<file path="src/rtl/uart_baud_nco_pkg.sv">
// rtl/uart_baud_nco_pkg.sv - default geometry, standard-baud increments and phase-action type for the baud NCO
package uart_baud_nco_pkg;

   localparam int UART_ACC_W_DEF = 16;
   localparam int UART_OVS_DEF   = 16;

   // Increments for 100 MHz, ACC_W=16, OVS=16: round(baud*OVS*2^ACC_W/f_clk)
   localparam int UART_INC_9600   = 101;
   localparam int UART_INC_19200  = 201;
   localparam int UART_INC_38400  = 403;
   localparam int UART_INC_57600  = 604;
   localparam int UART_INC_115200 = 1208;
   localparam int UART_INC_230400 = 2416;
   localparam int UART_INC_460800 = 4832;
   localparam int UART_INC_921600 = 9664;

   typedef enum logic [1:0] {
      NCO_CLEAR,
      NCO_LOAD,
      NCO_SYNC,
      NCO_COUNT
   } nco_act_e;

   function automatic logic [31:0] uart_inc(input longint unsigned f_clk,
                                            input longint unsigned baud,
                                            input int unsigned     ovs,
                                            input int unsigned     acc_w);
      longint unsigned num;
      num = baud * longint'(ovs) * (64'd1 << acc_w);
      return 32'((num + f_clk / 2) / f_clk);
   endfunction

endpackage

</file>
<file path="src/rtl/uart_baud_phase_acc.sv">
// rtl/uart_baud_phase_acc.sv - ACC_W-bit phase accumulator with synchronous clear and carry out
module uart_baud_phase_acc #(
   parameter int ACC_W = 16
) (
   input  logic             clk,
   input  logic             rst_n,
   input  logic             clr,
   input  logic [ACC_W-1:0] inc,
   output logic             carry
);

   logic [ACC_W-1:0] acc_q;
   logic [ACC_W-1:0] acc_d;
   logic [ACC_W:0]   sum;

   always_comb begin
      sum   = {1'b0, acc_q} + {1'b0, inc};
      acc_d = clr ? '0 : sum[ACC_W-1:0];
   end

   // Carry is only meaningful on a counting cycle; a clearing cycle restarts the phase.
   assign carry = sum[ACC_W] & ~clr;

   always_ff @(posedge clk or negedge rst_n) begin
      if (!rst_n) begin
         acc_q <= '0;
      end else begin
         acc_q <= acc_d;
      end
   end

endmodule

</file>
<file path="src/rtl/uart_baud_nco.sv">
// rtl/uart_baud_nco.sv - fractional baud generator: oversample tick, baud tick and bit-rate clk_slw
// Optional mid-bit phase re-sync input exists only when UART_BAUD_SYNC_EN is defined.
module uart_baud_nco
   import uart_baud_nco_pkg::*;
#(
   parameter int ACC_W   = UART_ACC_W_DEF,
   parameter int OVS     = UART_OVS_DEF,
   parameter int INC_RST = UART_INC_9600
) (
   input  logic                    clk,
   input  logic                    rst,
   input  logic                    en,
   input  logic [ACC_W-1:0]        inc_in,
   input  logic                    inc_ld,
`ifdef UART_BAUD_SYNC_EN
   input  logic                    sync,
`endif
   output logic                    ovs_tick,
   output logic                    baud_tick,
   output logic                    clk_slw,
   output logic [$clog2(OVS)-1:0]  ovs_cnt
);

   localparam int CNT_W = $clog2(OVS);
   localparam logic [CNT_W-1:0] CNT_LAST     = CNT_W'(OVS - 1);
   localparam logic [CNT_W-1:0] CNT_HALF     = CNT_W'(OVS / 2);
   localparam logic [CNT_W-1:0] CNT_PRE_HALF = CNT_W'(OVS / 2 - 1);

   logic [ACC_W-1:0] inc_q, inc_d;
   logic [CNT_W-1:0] ovs_cnt_q, ovs_cnt_d;
   logic             ovs_tick_q, ovs_tick_d;
   logic             baud_tick_q, baud_tick_d;
   logic             clk_slw_q, clk_slw_d;
   logic             acc_carry;
   nco_act_e         act;

   always_comb begin
      act = NCO_COUNT;
      if (!en) begin
         act = NCO_CLEAR;
      end else if (inc_ld) begin
         act = NCO_LOAD;
      end
`ifdef UART_BAUD_SYNC_EN
      else if (sync) begin
         act = NCO_SYNC;
      end
`endif
   end

   uart_baud_phase_acc #(
      .ACC_W (ACC_W)
   ) u_phase_acc (
      .clk   (clk),
      .rst_n (rst),
      .clr   (act != NCO_COUNT),
      .inc   (inc_q),
      .carry (acc_carry)
   );

   always_comb begin
      // The increment register loads even while disabled so software can program before enabling.
      inc_d       = inc_ld ? inc_in : inc_q;
      ovs_cnt_d   = ovs_cnt_q;
      clk_slw_d   = clk_slw_q;
      ovs_tick_d  = 1'b0;
      baud_tick_d = 1'b0;
      unique case (act)
         NCO_CLEAR, NCO_LOAD: begin
            ovs_cnt_d = '0;
            clk_slw_d = 1'b0;
         end
         NCO_SYNC: begin
            ovs_cnt_d = CNT_HALF;
            clk_slw_d = 1'b0;
         end
         default: begin
            if (acc_carry) begin
               ovs_tick_d = 1'b1;
               ovs_cnt_d  = ovs_cnt_q + CNT_W'(1);
               if (ovs_cnt_q == CNT_LAST) begin
                  baud_tick_d = 1'b1;
                  clk_slw_d   = 1'b1;
               end else if (ovs_cnt_q == CNT_PRE_HALF) begin
                  clk_slw_d = 1'b0;
               end
            end
         end
      endcase
   end

   always_ff @(posedge clk or negedge rst) begin
      if (!rst) begin
         inc_q       <= ACC_W'(INC_RST);
         ovs_cnt_q   <= '0;
         ovs_tick_q  <= 1'b0;
         baud_tick_q <= 1'b0;
         clk_slw_q   <= 1'b0;
      end else begin
         inc_q       <= inc_d;
         ovs_cnt_q   <= ovs_cnt_d;
         ovs_tick_q  <= ovs_tick_d;
         baud_tick_q <= baud_tick_d;
         clk_slw_q   <= clk_slw_d;
      end
   end

   assign ovs_tick  = ovs_tick_q;
   assign baud_tick = baud_tick_q;
   assign clk_slw   = clk_slw_q;
   assign ovs_cnt   = ovs_cnt_q;

endmodule
</file>
<file path="config.mk">
export PLATFORM = sky130hd
export DESIGN_NAME = uart_baud_nco
export DESIGN_NICKNAME = d
export VERILOG_FILES = /design/src/rtl/uart_baud_nco_pkg.sv /design/src/rtl/uart_baud_phase_acc.sv /design/src/rtl/uart_baud_nco.sv
export SDC_FILE = /design/constraint.sdc
export NUM_CORES = 1
export LEC_CHECK = 0
export ABC_AREA = 1
export CELL_PAD_IN_SITES_DETAIL_PLACEMENT = 1
export CELL_PAD_IN_SITES_GLOBAL_PLACEMENT = 1
export CORE_MARGIN = 2
export CORE_UTILIZATION = 47
export CTS_BUF_LIST = sky130_fd_sc_hd__clkbuf_2
export DETAILED_ROUTE_END_ITERATION = 7
export PLACE_DENSITY_LB_ADDON = 0.1
export SYNTH_ARGS = -nofsm -noshare
export SYNTH_HDL_FRONTEND = slang
export SYNTH_SLANG_ARGS = --single-unit
</file>
<file path="constraint.sdc">
create_clock -name clk -period 2.74 [get_ports clk]
set_clock_uncertainty 0.15 [all_clocks]
set_input_delay 0.822 -clock clk [delete_from_list [all_inputs] [get_ports clk]]
set_output_delay 0.822 -clock clk [all_outputs]
set_load 0.01 [all_outputs]
</file>
==> flow_summary.toml, run 1 <==
[run_status]
run_status = "finished, final reports clean"

[critical_path]
reg2reg_to = "ovs_cnt[2]"
crit_buf_inv = 1
reg2reg_from = "inc_q[0]"
cp.arrival_ns = 1.42
reg2reg_setup_slack_ns = 0.68
worst_ep_required_time_ns = 1.77
endpoint_kind = "output pin"
crit_fanout = 4
critPathSlowestCell = "clkdlybuf4s50_1"
worstPathCellList = "clkdlybuf4s50_1"
critPathTopFamily = "buffers and inverters"
start_kind = "register"
max_stage_delay_ns = 0.56
worst-r2r-cell-count = 11
critPathKind = "register to output pin"

[logic_synthesis]
synth_warnings = 0
avgSynthCellArea_um2 = 8.51
synth_area_leaders = "dfrtp_1, nand2_1, ha_1, mux2_2, inv_1"
ys_ff_latch = 39
synth_cell_types = 28
syn_inst = 270
yosys.area.top_type_share_pct = 38.1
synth_top_cell_by_area = "dfrtp_1"
syn_nets = 308
synthesis.area_mm2 = 0.00230
synth-seq-area-share_pct = 42.7

[timing]
maxSlewHeadroom_pct = 65.0
max_freq_mhz = 417
hold_viol = 0
worstMarginPinSlew_ns = 0.525
rsz0062_at_grt = "false"
period_minus_slack_ns = 2.40
tns_ns = 0
post-route-period-util_pct = 87.4
finalMaxSlewViolations = 0
setup_viol = 0

[global_routing]
track_usage_pct = 22.2
grt_first_pass_wirelength_mm = 9.07
overflow = 0
antenna_found_initial = 0
grt_max_degree = 24
grt_pass1_vias = 1962

[routing]
via_per_inst = 4.97
num_vias = 1854
firstDrtPassIters = 4
dr.first_iter.drc_count = 78
detail_route.wl_per_cell_um = 14.2
drt-total-wl_mm = 5.28
drc = 0
detail-route-antenna-nets = 0

[power]
peakVddDrop_v = 0.000229
p_per_area_mw_per_mm2 = 482
p_leak_nw = 1.42

[cts]
numCtsBuffers = 5
clk_latency_ns = 0.40
postCtsSetupBuffers = 0
cts_hold_buf = 0
cts-htree-levels = 2
clk_path_buf_depth = 2
cts_resized = 0
cts-root-buf = "clkbuf_2"
cts_tree = "built"
clk_pin_slew_ns = 0.20
cts_sinks = 39

[place]
dp_hpwl_mm = 4.16
portBuffers = 26
globalplace.congestion = 0.793
placed_cells = 365

[job]
cap_violations = 0

[finish]
diodes = 0
fin_util_pct = 57.1
final_cell_mix = "nand2_1, dfrtp_1, inv_1"
final_common_cell = "nand2_1"
drive_gt1_share_pct = 15.7
syn_to_final_growth_pct = 17.4
nNetsFinal = 343
final_cells = 373
nFillCells = 579

[floorplanning]
ios = 27
start_util_pct = 48.7
core_region_area_mm2 = 0.00472
rows = 25
die_area_mm2 = 0.00547
die_h_um = 73.9
die_width_um = 73.9

[hold_path]
hold_class = "input port to asynchronous set/reset pin"
worst register-to-register path: cells and delay by family, from the launching register on:
family                   cells  cell delay [ns]
flip-flops                   1             0.41
AND/OR/NAND/NOR              9             0.80
adder cells (fa/ha/maj)      2             0.64
cell families after synthesis:
| kind of cell | share of synthesized area, % |
|---|---|
| compound gates | 6.97 |
| buf+inv | 6.48 |
| mux | 8.27 |
| fa+ha+maj | 10.1 |
| simple gates | 25.1 |
| flops | 42.7 |
| xor+xnor | 0.381 |
layout make-up:
cell class	instances	area [µm²]	share of cell area (%)
Tap cell	67	83.8	3.11
Clock buffer	6	30.0	1.11
Multi-Input combinational cell	193	1170	43.3
Clock inverter	2	7.51	0.278
Inverter	35	134	4.96
Timing Repair Buffer	31	293	10.9
Sequential cell	39	981	36.4
synthesized netlist by cell type, drive strengths merged:
cell	instances
nand2	74
dfrtp	35
inv	35
nor2	26
a21oi	20
ha	17
mux2	16
nand3	15
o21ai	9
dfstp	4
and2	3
buf	3
nand4	3
nand3b	2
or2	2
fa	1
mux2i	1
nor3	1
nor3b	1
o21bai	1
xor2	1
per-layer routing:
layer  vias to the layer above  global-route usage [%]  wire [µm]
met5                         -                       0          0
met4                         0                    6.67         75
met3                         5                    4.07        143
met2                        23                    39.5       2650
met1                       885                    27.5       2410
li1                        941                       -          -
power by group:
group	internal, W	switching, W
Clock	0.0000614	0.000194
Sequential	0.000627	0.0000251
Combinational	0.000159	0.000235
Total	0.000847	0.000454
metrics by stage:
| stage | power (W) | cell area, µm² | hold slack, ns | setup WS [ns] |
|---|---|---|---|---|
| floorplan | 0.000932 | 2300 | 0.337 | 0.854 |
| global placement | 0.00104 | 2660 | 0.326 | 0.379 |
| detailed placement | 0.00106 | 2660 | 0.324 | 0.331 |
| CTS | 0.00133 | 2700 | 0.188 | 0.310 |
| global route | 0.00141 | 2700 | 0.179 | 0.256 |
| finish | 0.00130 | 2700 | 0.203 | 0.344 |
flip-flops by register name (all words and copies together) (netlist names):
register	cells
ovs_cnt	4
ovs_tick	1
baud_tick	1
u_phase_acc.acc_q	16
clk_slw	1
inc_q	16
worst max-delay path by stage:
stage                          start    endpoint  slack, ns  cells past startpoint
after floorplan               inc_ld   inc_q[10]       0.85                      3
after global placement        inc_ld   inc_q[12]       0.38                      3
after detailed placement      inc_ld   inc_q[11]       0.33                      3
after CTS                 ovs_cnt[0]  ovs_cnt[0]       0.31                      1
after global routing      ovs_cnt[0]  ovs_cnt[0]       0.26                      1
final                     ovs_cnt[0]  ovs_cnt[0]       0.34                      1
Note: power is estimated with default switching activity, not from simulation.
==> run 2: changes to the inputs <==
Settings changed: CORE_MARGIN 2 to 4, CORE_UTILIZATION 47 to 46, SYNTH_HIERARCHICAL set to 1.
==> run 2 against run 1 <==
  * Largest cell class unchanged
  * Critical path type is now register to register
  * Wire length grew 8.7%
  * Largest power group unchanged
  * Highest routed layer unchanged
  * Sequential share of layout area decreased by 1.7 points
  * Critical endpoint is now clk_slw
  * Synthesized area grew 4.4%
  * Synthesized cell count up 21%
==> flow_summary.toml, run 2 <==
[finish]
final_cell_mix = "nand2_1, inv_1, dfrtp_1"
final_cells = 432
syn_to_final_growth_pct = 17.9
drive_gt1_share_pct = 9.12
fin_util_pct = 55.7
final_common_cell = "nand2_1"
diodes = 0
nNetsFinal = 399
nFillCells = 672

[routing]
dr.first_iter.drc_count = 49
via_per_inst = 4.79
drc = 0
drt-total-wl_mm = 5.74
num_vias = 2071
detail_route.wl_per_cell_um = 13.3
detail-route-antenna-nets = 0
firstDrtPassIters = 4

[global_routing]
overflow = 0
antenna_found_initial = 0
grt_max_degree = 22
grt_pass1_vias = 2206
grt_first_pass_wirelength_mm = 9.89
track_usage_pct = 19.9

[timing]
finalMaxSlewViolations = 0
period_minus_slack_ns = 2.47
post-route-period-util_pct = 90.1
tns_ns = 0
max_freq_mhz = 405
setup_viol = 0
worstMarginPinSlew_ns = 0.491
rsz0062_at_grt = "false"
hold_viol = 0
maxSlewHeadroom_pct = 67.3

[critical_path]
worstPathCellList = "ha_1 > inv_1 > fa_1 > inv_1 > nand3_1 > nand3_2 > nand2_1 > nand3_2 > a21oi_1 > nor2_2 > buf_4 > nand2_1 > nand3_1 > nand2_1"
endpoint_kind = "register"
max_stage_delay_ns = 0.57
cp.arrival_ns = 2.63
start_kind = "register"
worst_ep_required_time_ns = 2.90
critPathSlowestCell = "dfstp_2"
crit_fanout = 4
cp_common_cell = "nand2_1"
critPathKind = "register to register"

[cts]
clk_pin_slew_ns = 0.21
cts-htree-levels = 2
cts_tree = "built"
cts-root-buf = "clkbuf_2"
numCtsBuffers = 5
clk_path_buf_depth = 2
cts_sinks = 39
clk_latency_ns = 0.38

[logic_synthesis]
synth-async-reset-ratio_pct = 100
synth-compound-area-share_pct = 6.31
syn_inst = 327
ys_dominant_reg_cell = "dfrtp_1"
synthMuxAreaShare_pct = 0
synth_area_leaders = "dfrtp_1, nand2_1, ha_1, inv_1, dfstp_2"
synthesis.area_mm2 = 0.00240
synth-seq-area-share_pct = 40.9
synth_warnings = 6
yosys.area_share.xor_xnor_pct = 0.365
synth-simple-area-share_pct = 32.5
avgSynthCellArea_um2 = 7.34
synth_cell_types = 30
syn_nets = 365
synthAdderAreaFrac_pct = 9.70
synth_edf_count = 0
synth.most_common_cell = "nand2_1"
ys_ff_latch = 39
synth_top_family_by_area = "simple AND/OR/NAND/NOR gates"
synth_top_cell_by_area = "dfrtp_1"
synth_common_cells = "nand2_1, inv_1, dfrtp_1"
yosys.area.top_type_share_pct = 36.5

[place]
dp_hpwl_mm = 4.60
portBuffers = 26
globalplace.congestion = 0.853
placed_cells = 423

[power]
p_leak_nw = 1.63
peakVddDrop_v = 0.000297
p_per_area_mw_per_mm2 = 455

[floorplanning]
die_width_um = 80.2
die_h_um = 80.2
start_util_pct = 47.3
rows = 26
ios = 27
core_region_area_mm2 = 0.00507
die_area_mm2 = 0.00644

[run_status]
run_status = "finished, final reports clean"

[hold_path]
hold_class = "input port to asynchronous set/reset pin"

[job]
cap_violations = 0
-- run 2: cell types whose count changed in the layout (fill, tap and decap cells not counted), moves of 2 or more --
cell     change
nand2_1     +67
inv_1       +18
mux2_2      -16
nand3_1      -5
nand2_2      -4
nand3_2      +3
a21oi_2      -2
and2_1       -2
nand4_1      -2
nor2_1       -2
nor3_1       +2
-- run 2: final cells by class --
type	instances	area, µm²	area share [%]
Clock buffer	5	25.0	0.885
Clock inverter	3	38.8	1.37
Inverter	53	211	7.47
Multi-Input combinational cell	231	1180	41.7
Sequential cell	39	981	34.7
Tap cell	70	87.6	3.10
Timing Repair Buffer	31	305	10.8
-- run 2: worst max-delay path: cells and delay by family, from the launching register on --
family | cells | cell delay, ns
simple gates | 8 | 0.76
fa+ha+maj | 2 | 0.50
compound gates | 1 | 0.08
flops | 1 | 0.57
buf+inv | 3 | 0.33
-- run 2: worst paths after layout --
| path | startpoint | to | slack, ns | depth (start not counted) |
|---|---|---|---|---|
| worst max-delay path | inc_q[0] | clk_slw | 0.27 | 14 |
| worst min-delay path | rst | inc_q[11] | 0.22 | 1 |
| worst max register to register | inc_q[0] | clk_slw | 0.27 | 14 |
| worst min register to register | inc_q[0] | inc_q[0] | 0.33 | 2 |
| max in group asynchronous | rst | inc_q[0] | 1.65 | 2 |
| min in group clk | inc_q[0] | inc_q[0] | 0.33 | 2 |
-- run 2: cell families (layout without fill, tap and decap cells) --
family / after synthesis / count (layout)
AND/OR/NAND/NOR: 183 / 183
flip-flops: 39 / 39
XOR/XNOR: 1 / 1
buffers and inverters: 57 / 92
adder cells (fa/ha/maj): 18 / 18
AO/OA/AOI/OAI: 29 / 29
-- run 2: per-stage QoR --
step | setup WS, ns | power (W) | hold slack, ns | instance area, µm²
5_1_grt | 0.0253 | 0.00138 | 0.193 | 2830
6_report | 0.272 | 0.00129 | 0.219 | 2830
3_5_place_dp | 0.0936 | 0.000958 | 0.310 | 2750
3_3_place_gp | 0.205 | 0.000943 | 0.307 | 2750
2_1_floorplan | 0.379 | 0.000850 | 0.294 | 2400
4_1_cts | 0.0732 | 0.00131 | 0.189 | 2810
-- run 2: repair_timing --
item	CTS	global route
hold buffers	0	0
setup endpoints to repair	0	5
resized for setup	0	2
setup buffers	0	1
-- run 2: per-layer routing --
| layer | wire (µm) | share of wire [%] | GRT usage (%) |
|---|---|---|---|
| met1 | 2430 | 42 | 22.2 |
| met2 | 3080 | 54 | 38.1 |
| met3 | 174 | 3.0 | 3.70 |
| met4 | 57 | 0.99 | 5.41 |
| met5 | 0 | 0 | 0 |
-- run 2: power breakdown --
| group | leakage, nW | internal (W) | switching [W] |
|---|---|---|---|
| Clock | 0.0404 | 0.000150 | 0.000189 |
| Sequential | 0.502 | 0.000618 | 0.0000200 |
| Combinational | 1.09 | 0.000117 | 0.000191 |
